$ cat config.mk
export PLATFORM = sky130hd
export DESIGN_NAME = pipe_credit_ctrl
export DESIGN_NICKNAME = d
export VERILOG_FILES = /design/src/rtl/pipe_ctrl_pkg.sv /design/src/rtl/pipe_credit_ctrl_result_fifo.sv /design/src/rtl/pipe_credit_ctrl.sv
export SDC_FILE = /design/constraint.sdc
export NUM_CORES = 1
export LEC_CHECK = 0
export CAP_MARGIN = 10
export CORE_ASPECT_RATIO = 1.25
export CORE_UTILIZATION = 40
export CTS_CLUSTER_SIZE = 10
export DETAILED_ROUTE_END_ITERATION = 16
export GPL_TIMING_DRIVEN = 0
export PLACE_DENSITY_LB_ADDON = 0.05
export SLEW_MARGIN = 5
export SYNTH_ARGS = -nofsm -noshare
export SYNTH_HDL_FRONTEND = slang
export SYNTH_SLANG_ARGS = --single-unit
$ cat constraint.sdc
create_clock -name clk -period 3.7 [get_ports clk]
set_clock_uncertainty 0.2 [all_clocks]
set_input_delay 0.37 -clock clk [delete_from_list [all_inputs] [get_ports clk]]
set_output_delay 0.37 -clock clk [all_outputs]
set_load 0.1 [all_outputs]
$ cat src/rtl/pipe_ctrl_pkg.sv
// Shared helpers for the credit-controlled pipeline block: counter width helper
// and the statistics counter width.
package pipe_ctrl_pkg;

  localparam int STATS_W = 32;

  // Bits needed to hold a count in the range 0..n inclusive.
  function automatic int cnt_w(input int n);
    return (n < 1) ? 1 : $clog2(n + 1);
  endfunction

endpackage

$ cat src/rtl/pipe_credit_ctrl_result_fifo.sv
// result_fifo: synchronous FIFO holding datapath results until the consumer
// takes them; clr empties it like rst but leaves storage contents alone.
module result_fifo
  import pipe_ctrl_pkg::*;
#(
  parameter int WIDTH = 8,
  parameter int DEPTH = 8
) (
  input  logic                      clk,
  input  logic                      rst,
  input  logic                      clr,
  input  logic                      wr_en,
  input  logic [WIDTH-1:0]          wr_data,
  input  logic                      rd_en,
  output logic [WIDTH-1:0]          rd_data,
  output logic [cnt_w(DEPTH)-1:0]   count
);

  localparam int PW = (DEPTH > 1) ? $clog2(DEPTH) : 1;
  localparam int CW = cnt_w(DEPTH);

  logic [WIDTH-1:0] mem [DEPTH];
  logic [PW-1:0]    wr_ptr;
  logic [PW-1:0]    rd_ptr;
  logic             do_wr;
  logic             do_rd;
  logic             full;

  function automatic logic [PW-1:0] next_ptr(input logic [PW-1:0] p);
    return (p == PW'(DEPTH - 1)) ? '0 : p + PW'(1);
  endfunction

  assign full    = (count == CW'(DEPTH));
  assign do_wr   = wr_en && !clr;
  assign do_rd   = rd_en && !clr && (count != '0);
  assign rd_data = mem[rd_ptr];

  // NOTE: sequential state uses non-blocking assignments so every register
  // samples its inputs from the same pre-edge values.
  always_ff @(posedge clk) begin
    if (rst || clr) begin
      wr_ptr <= '0;
      rd_ptr <= '0;
      count  <= '0;
    end else begin
      if (do_wr) wr_ptr <= next_ptr(wr_ptr);
      if (do_rd) rd_ptr <= next_ptr(rd_ptr);
      case ({do_wr, do_rd})
        2'b10:   count <= count + CW'(1);
        2'b01:   count <= count - CW'(1);
        default: count <= count;
      endcase
    end
  end

  // NOTE: storage is deliberately not reset; count gates validity, so stale
  // entries are never observed and the array can map onto plain RAM.
  always_ff @(posedge clk) begin
    if (do_wr) mem[wr_ptr] <= wr_data;
  end

  // The credit rule upstream guarantees a result always has a free slot.
  a_no_write_when_full: assert property (@(posedge clk) disable iff (rst) !(do_wr && full));

endmodule

$ cat src/rtl/pipe_credit_ctrl.sv
// pipe_credit_ctrl: credit-based issue control for a fixed-latency, non-stallable
// datapath. Optional PIPE_CREDIT_CTRL_STATS_EN adds issue/stall counters.
module pipe_credit_ctrl
  import pipe_ctrl_pkg::*;
#(
  parameter int N     = 4,
  parameter int WIDTH = 8,
  parameter int DEPTH = 8
) (
  input  logic                  clk,
  input  logic                  rst,
  input  logic                  flush,
  input  logic                  in_valid,
  output logic                  in_ready,
  input  logic [WIDTH-1:0]      in_data,
  output logic                  pipe_en,
  output logic [WIDTH-1:0]      pipe_data,
  input  logic [WIDTH-1:0]      pipe_result,
  output logic                  out_valid,
  input  logic                  out_ready,
  output logic [WIDTH-1:0]      out_data,
  output logic [cnt_w(N)-1:0]   inflight
`ifdef PIPE_CREDIT_CTRL_STATS_EN
  ,
  output logic [STATS_W-1:0]    issue_cnt,
  output logic [STATS_W-1:0]    stall_cnt
`endif
);

  localparam int IW = cnt_w(N);
  localparam int BW = cnt_w(DEPTH);

  logic [N-1:0]     vsr;
  logic [IW-1:0]    inflight_raw;
  logic [BW-1:0]    buf_count;
  logic [WIDTH-1:0] head;
  logic             has_credit;
  logic             issue;
  logic             pop;

  assign inflight_raw = IW'($countones(vsr));

  // Credit depends on registered state only, so a pop frees a slot a cycle later.
  assign has_credit = (32'(buf_count) + 32'(inflight_raw)) < 32'(DEPTH);
  assign in_ready   = !rst && !flush && has_credit;
  assign issue      = in_valid && in_ready;
  assign pipe_en    = issue;
  assign pipe_data  = in_data;

  assign out_valid  = !rst && (buf_count != '0);
  assign out_data   = out_valid ? head : '0;
  assign pop        = out_valid && out_ready && !flush;
  assign inflight   = rst ? '0 : inflight_raw;

  always_ff @(posedge clk) begin
    if (rst || flush) begin
      vsr <= '0;
    end else begin
      vsr[0] <= issue;
      for (int i = 1; i < N; i++) vsr[i] <= vsr[i-1];
    end
  end

  result_fifo #(
    .WIDTH (WIDTH),
    .DEPTH (DEPTH)
  ) u_fifo (
    .clk     (clk),
    .rst     (rst),
    .clr     (flush),
    .wr_en   (vsr[N-1] && !flush),
    .wr_data (pipe_result),
    .rd_en   (pop),
    .rd_data (head),
    .count   (buf_count)
  );

`ifdef PIPE_CREDIT_CTRL_STATS_EN
  // Saturating counters; flush deliberately leaves them untouched.
  always_ff @(posedge clk) begin
    if (rst) begin
      issue_cnt <= '0;
      stall_cnt <= '0;
    end else begin
      if (issue && (issue_cnt != '1)) issue_cnt <= issue_cnt + STATS_W'(1);
      if (in_valid && !in_ready && (stall_cnt != '1)) stall_cnt <= stall_cnt + STATS_W'(1);
    end
  end
`endif

endmodule

After elaboration in Yosys (flattened, before gate mapping)
Memory sizes are Yosys's and may differ from the RTL's. A register that Yosys moved wholly into a read port is not among the register bits.
Cells that the tools add are included.
{"block": "totals", "reg_bits": 14, "latch_bits": 0, "ram_bits": 64, "rom_bits": 0, "inputBits": 21, "out_inout_bits": 22, "wordCells": 42, "n_memories": 1}
{"block": "op_classes", "n_addsub": 8, "multipliers": 0, "div": 0, "order_cmp": 1, "n_eq_ne": 4, "shifts": 0, "n_mux": 9, "bitwise_logic": 0, "reduce_logical": 15}
{"name": "u_fifo.mem", "depth": 8, "word_bits": 8, "rd": 1, "rd_ports_with_merged_regs": 1, "wr": 1, "line": "pipe_credit_ctrl_result_fifo.sv:22", "source": "logic [WIDTH-1:0] mem [DEPTH];"}
{"cell": "$mux W3", "n": 5}
{"cell": "$logic_and A1 B1 Y1", "n": 10}
{"cell": "$mux W8", "n": 1}
{"cell": "$pmux W4 S2", "n": 1}
{"cell": "$add A3 B1 Y3 const B", "n": 2}
{"cell": "$eq A3 B3 Y1 const B", "n": 2}
{"cell": "$add A4 B3 Y5", "n": 1}
{"cell": "$lt A5 B4 Y1 const B", "n": 1}
{"cell": "$add A1 B1 Y2", "n": 2}
{"cell": "$add A4 B1 Y4 const B", "n": 1}
{"cell": "$reduce_bool A4 Y1", "n": 1}
{"cell": "$sub A4 B1 Y4 const B", "n": 1}
{"cell": "$add A2 B2 Y3", "n": 1}
{"cell": "$eq A2 B1 Y1 const B", "n": 1}
{"cell": "$eq A2 B2 Y1 const B", "n": 1}
{"cell": "$logic_not A1 Y1", "n": 2}
{"cell": "$mux W1", "n": 2}
{"cell": "$reduce_bool A2 Y1", "n": 1}
{"cell": "$logic_or A1 B1 Y1", "n": 1}

Longest topological paths before layout
Gate-level depths: netlist of run 1.
{"block": "logic_depth", "word_depth": 8, "mapped_depth": 11, "ltp_nobuf": 9}

Hierarchy
From an unflattened synthesis of run 1, not the netlist that was laid out.
{"block": "hier_totals", "cells_unflattened": 216, "area_unflattened_um2": 3559.7}
{"module": "result_fifo", "instances": 1, "cells_per_inst": 168, "area_per_inst_um2": 3144.3, "seq_area_each_um2": 2182.1}
{"module": "pipe_credit_ctrl", "instances": 1, "cells_per_inst": 48, "area_per_inst_um2": 415.4, "seq_area_each_um2": 80.1}

Worst setup path after synthesis of run 1
OpenSTA, ideal clock, no wires.
{"block": "synth_timing", "path_kind": "reg2out", "from": "register vsr[3]", "to": "output port pipe_en", "arrival_ns": 4.009, "t_required_ns": 3.130, "setup_slack_ns": -0.879, "path_stages_with_launch": 10, "path_buffers": 0, "path_cell_list": "dfxtp_1 > inv_1 > fa_1 > inv_1 > ha_1 > ha_1 > ha_1 > a31o_2 > a2111oi_4 > and2_1"}
{"block": "synth_between", "elab_chain_len": 6}
{"element": "start: declaration", "line": "pipe_credit_ctrl.sv:33", "source": "logic [N-1:0] vsr;"}
{"element": "start signal: assignment", "line": "pipe_credit_ctrl.sv:57", "source": "vsr <= '0;"}
{"element": "$add A1 B1 Y2 (implied by the code)", "line": "pipe_credit_ctrl.sv:41", "source": "assign inflight_raw = IW'($countones(vsr));"}
{"element": "$add A2 B2 Y3 (implied by the code)", "line": "pipe_credit_ctrl.sv:41"}
{"element": "$add A4 B3 Y5", "line": "pipe_credit_ctrl.sv:44", "source": "assign has_credit = (32'(buf_count) + 32'(inflight_raw)) < 32'(DEPTH);"}
{"element": "$lt A5 B4 Y1", "line": "pipe_credit_ctrl.sv:44"}
{"element": "$logic_and A1 B1 Y1", "line": "pipe_credit_ctrl.sv:45", "source": "assign in_ready = !rst && !flush && has_credit;"}
{"element": "net in_ready", "line": "pipe_credit_ctrl.sv:14", "source": "output logic in_ready,"}
{"element": "$logic_and A1 B1 Y1", "line": "pipe_credit_ctrl.sv:46", "source": "assign issue = in_valid && in_ready;"}
{"element": "end: declaration", "line": "pipe_credit_ctrl.sv:16", "source": "output logic pipe_en,"}
The timed path passes the listed nets, and every way through them passes these cells.

==> flow_summary.json, run 1 <==
{
  "status": "finished clean",
  "async_flop_share_pct": 0,
  "maxSlewViolCount": 0,
  "die_x_microns": 85.1,
  "grt_max_degree": 14,
  "pwr-share-seq_pct": 57.2,
  "die_area_sq_um": 9000,
  "fin_tns_setup_ns": 0,
  "hold_violations": 0,
  "clkTransAtPathRegs_ns": 0.08,
  "io_buffers": 34,
  "initial_core_util_pct": 41.6,
  "p_leak_nw": 1.53,
  "relSlewSlack_pct": 35.2,
  "rsz0062_at_grt": "false",
  "syn_nets": 245,
  "htreeDepth": 3,
  "dp_hpwl_microns": 4390,
  "area_growth_pct": 21.1,
  "grt_pass1_wl_microns": 10100,
  "arrival_ns": 3.01,
  "ys.flop_type": "edfxtp_1",
  "placement_rows": 37,
  "tightest_slew_ns": 0.968,
  "yosysSeqAreaShare_pct": 65.6,
  "worstPathCellList": "buf_1, buf_2, mux4_2, mux2i_1, nor2_1, clkdlybuf4s50_1",
  "fmax_mhz": 279,
  "cts_tree": "done",
  "worst_path_largest_cell_delay_ns": 1.14,
  "placed_area_sq_um": 3970,
  "cts_max_path_buffers": 2,
  "synthCells": 212,
  "wl_per_cell_microns": 18.0,
  "gp_congestion": 0.699,
  "hp-class": "reg2reg",
  "synth_edf_count": 64,
  "dp_cells": 344,
  "final_common_cell": "edfxtp_1",
  "dr.pass1.iters": 4,
  "io_pins": 43,
  "seqCellArea_sq_um": 2260,
  "fin_nets": 291,
  "period_needed_ns": 3.58,
  "avgSynthCellArea_sq_um": 16.3,
  "netlist_area_sq_um": 3450,
  "clk_latency_ns": 0.34,
  "core-area_sq_um": 8290,
  "cap_violations": 0,
  "swShare_pct": 20.8,
  "diodes": 0,
  "place_worst_setup_slack_ns": -0.362,
  "numCtsBuffers": 9,
  "cp_num_buf_inv": 3,
  "cp_top_family": "buffers and inverters",
  "critPathSlowestCell": "clkdlybuf4s50_1",
  "overflow": 0,
  "p_int_mw": 1.36,
  "finalSetupViolCount": 0,
  "grt_pass1_vias": 1872,
  "drive_above_1_share_pct": 24.0,
  "irDropWorstVdd_uv": 153,
  "antenna_found_initial": 0,
  "cts_setup_buffers": 0,
  "drt_iter0_drc": 53,
  "fillers": 719,
  "stdcell_count": 360,
  "p_per_area_nw_per_um2": 410,
  "ys_warn_count": 0,
  "end_kind": "output pin",
  "fin_area_sq_um": 4180,
  "drc": 0,
  "pwr-share-comb_pct": 5.5,
  "routed-via-count": 1819,
  "cts_sinks": 81,
  "min_period_over_period_pct": 96.9,
  "viasPerCell": 5.05,
  "ys_ff_latch": 81,
  "grtUsageTotal_pct": 15.6,
  "cp.required_ns": 3.13,
  "die_h_microns": 106,
  "yosys.cell_types.count": 35,
  "worst-setup-path-type": "reg2out",
  "setup_ws_ns": 0.116,
  "final_antenna_net_count": 0,
  "cp_max_fo": 10,
  "multi_input_area_sq_um": 1100,
  "postLayoutCoreUtil_pct": 50.4,
  "root_buffer": "clkbuf_8",
  "final_cell_mix": "64 x edfxtp_1, 26 x nor2_1, 26 x clkdlybuf4s50_1",
  "wl_microns": 6460,
  "startpoint_type": "register",
  "switchingPower_mw": 0.356,
  "clkPwrFrac_pct": 37.3
}
[worst register-to-register path, cell delays in order (launching register included)]
cell	delay, ns
dfxtp_1	0.43
o41ai_4	0.57
nor2_1	0.12
ha_1	0.28
xor2_1	0.17
ha_1	0.18
a21oi_1	0.15
xor2_1	0.10
or3_1	0.31
a21oi_1	0.13
[layer usage]
layer  track usage [%]  vias up  routed length, microns  part of all wire [%]
met2              28.0       28                    3490                    54
met3              3.21        9                     172                   2.7
met1              17.9      898                    2710                    42
li1                  -      884                       -                     -
met4              6.17        0                      89                   1.4
met5                 0        -                       0                     0
[timing repair]
action                                  in CTS  in global routing
endpoints found under the setup margin       2                  6
hold buffers                                 0                  0
resized for setup                           11                  6
[cells in the mapped netlist, types with 2 or more instances]
cell | count | area [sq um]
buf_1 | 2 | 7.51
mux4_2 | 16 | 360
nand2b_1 | 3 | 18.8
and2_1 | 3 | 18.8
inv_1 | 7 | 26.3
nor3_1 | 4 | 20.0
o21ai_0 | 2 | 10.0
buf_2 | 3 | 15.0
nand3b_1 | 2 | 15.0
edfxtp_1 | 64 | 1920
nor2_1 | 26 | 97.6
buf_4 | 9 | 67.6
ha_1 | 11 | 138
or2_2 | 2 | 12.5
nor2b_1 | 3 | 18.8
dfxtp_1 | 17 | 340
mux2i_1 | 12 | 120
a21oi_1 | 5 | 25.0
a21o_1 | 2 | 15.0
nand3_1 | 2 | 10.0
xor2_1 | 3 | 26.3
[stage by stage]
| step | total power, mW | hold WS (ns) |
|---|---|---|
| floorplan | 1.06 | 0.236 |
| global placement | 1.10 | 0.245 |
| detailed placement | 1.10 | 0.249 |
| CTS | 1.73 | 0.261 |
| global route | 1.77 | 0.268 |
| finish | 1.71 | 0.256 |
[power by group through the flow]
stage	combinational [mW]	clock, mW	sequential, mW
global placement	0.0962	0	1.00
floorplan	0.0611	0	1.00
detailed placement	0.0967	0	1.00
CTS	0.0961	0.657	0.980
global route	0.0995	0.690	0.980
finish	0.0949	0.639	0.980
[sequential cells by signal, indices dropped and copies added (netlist names), named ones only]
name,cells
u_fifo.rd_ptr,3
u_fifo.wr_ptr,3
vsr,4
u_fifo.count,4
u_fifo.mem,64
[cells by family after synthesis]
group / synth area share, %
and+or+nand+nor: 6.93
AOI/OAI and AO/OA: 4.28
adders and majority gates: 4.57
muxes: 13.9
buffers and inverters: 3.95
xor gates and xnor gates: 0.762
DFF: 65.6
[path summary, 6_finish.rpt]
check             startpoint              end  slack [ns]  cells past startpoint
min                   vsr[0]           vsr[1]        0.26                      2
max                 register      out_data[0]        0.12                      6
max reg2reg  u_fifo.count[0]  u_fifo.count[2]        0.99                      9
min reg2reg           vsr[0]           vsr[1]        0.26                      2
[cell type report]
cell class | instances | share of cell area (%)
inverters | 7 | 0.629
well taps | 97 | 2.91
multi-input cells | 107 | 26.3
flip-flops and latches | 81 | 54.2
repair buffers | 35 | 8.51
clock inverters | 3 | 0.959
plain buffers | 17 | 2.64
clock buffers | 13 | 3.80
Power figures use the tool's default switching activity.
==> inputs of run 2 (changes only) <==
- CTS_CLUSTER_SIZE: 10 -> 16
- SLEW_MARGIN: 5 -> unset
==> results of run 2 <==
Final layout, timing and power as in run 1 (identical DEF).
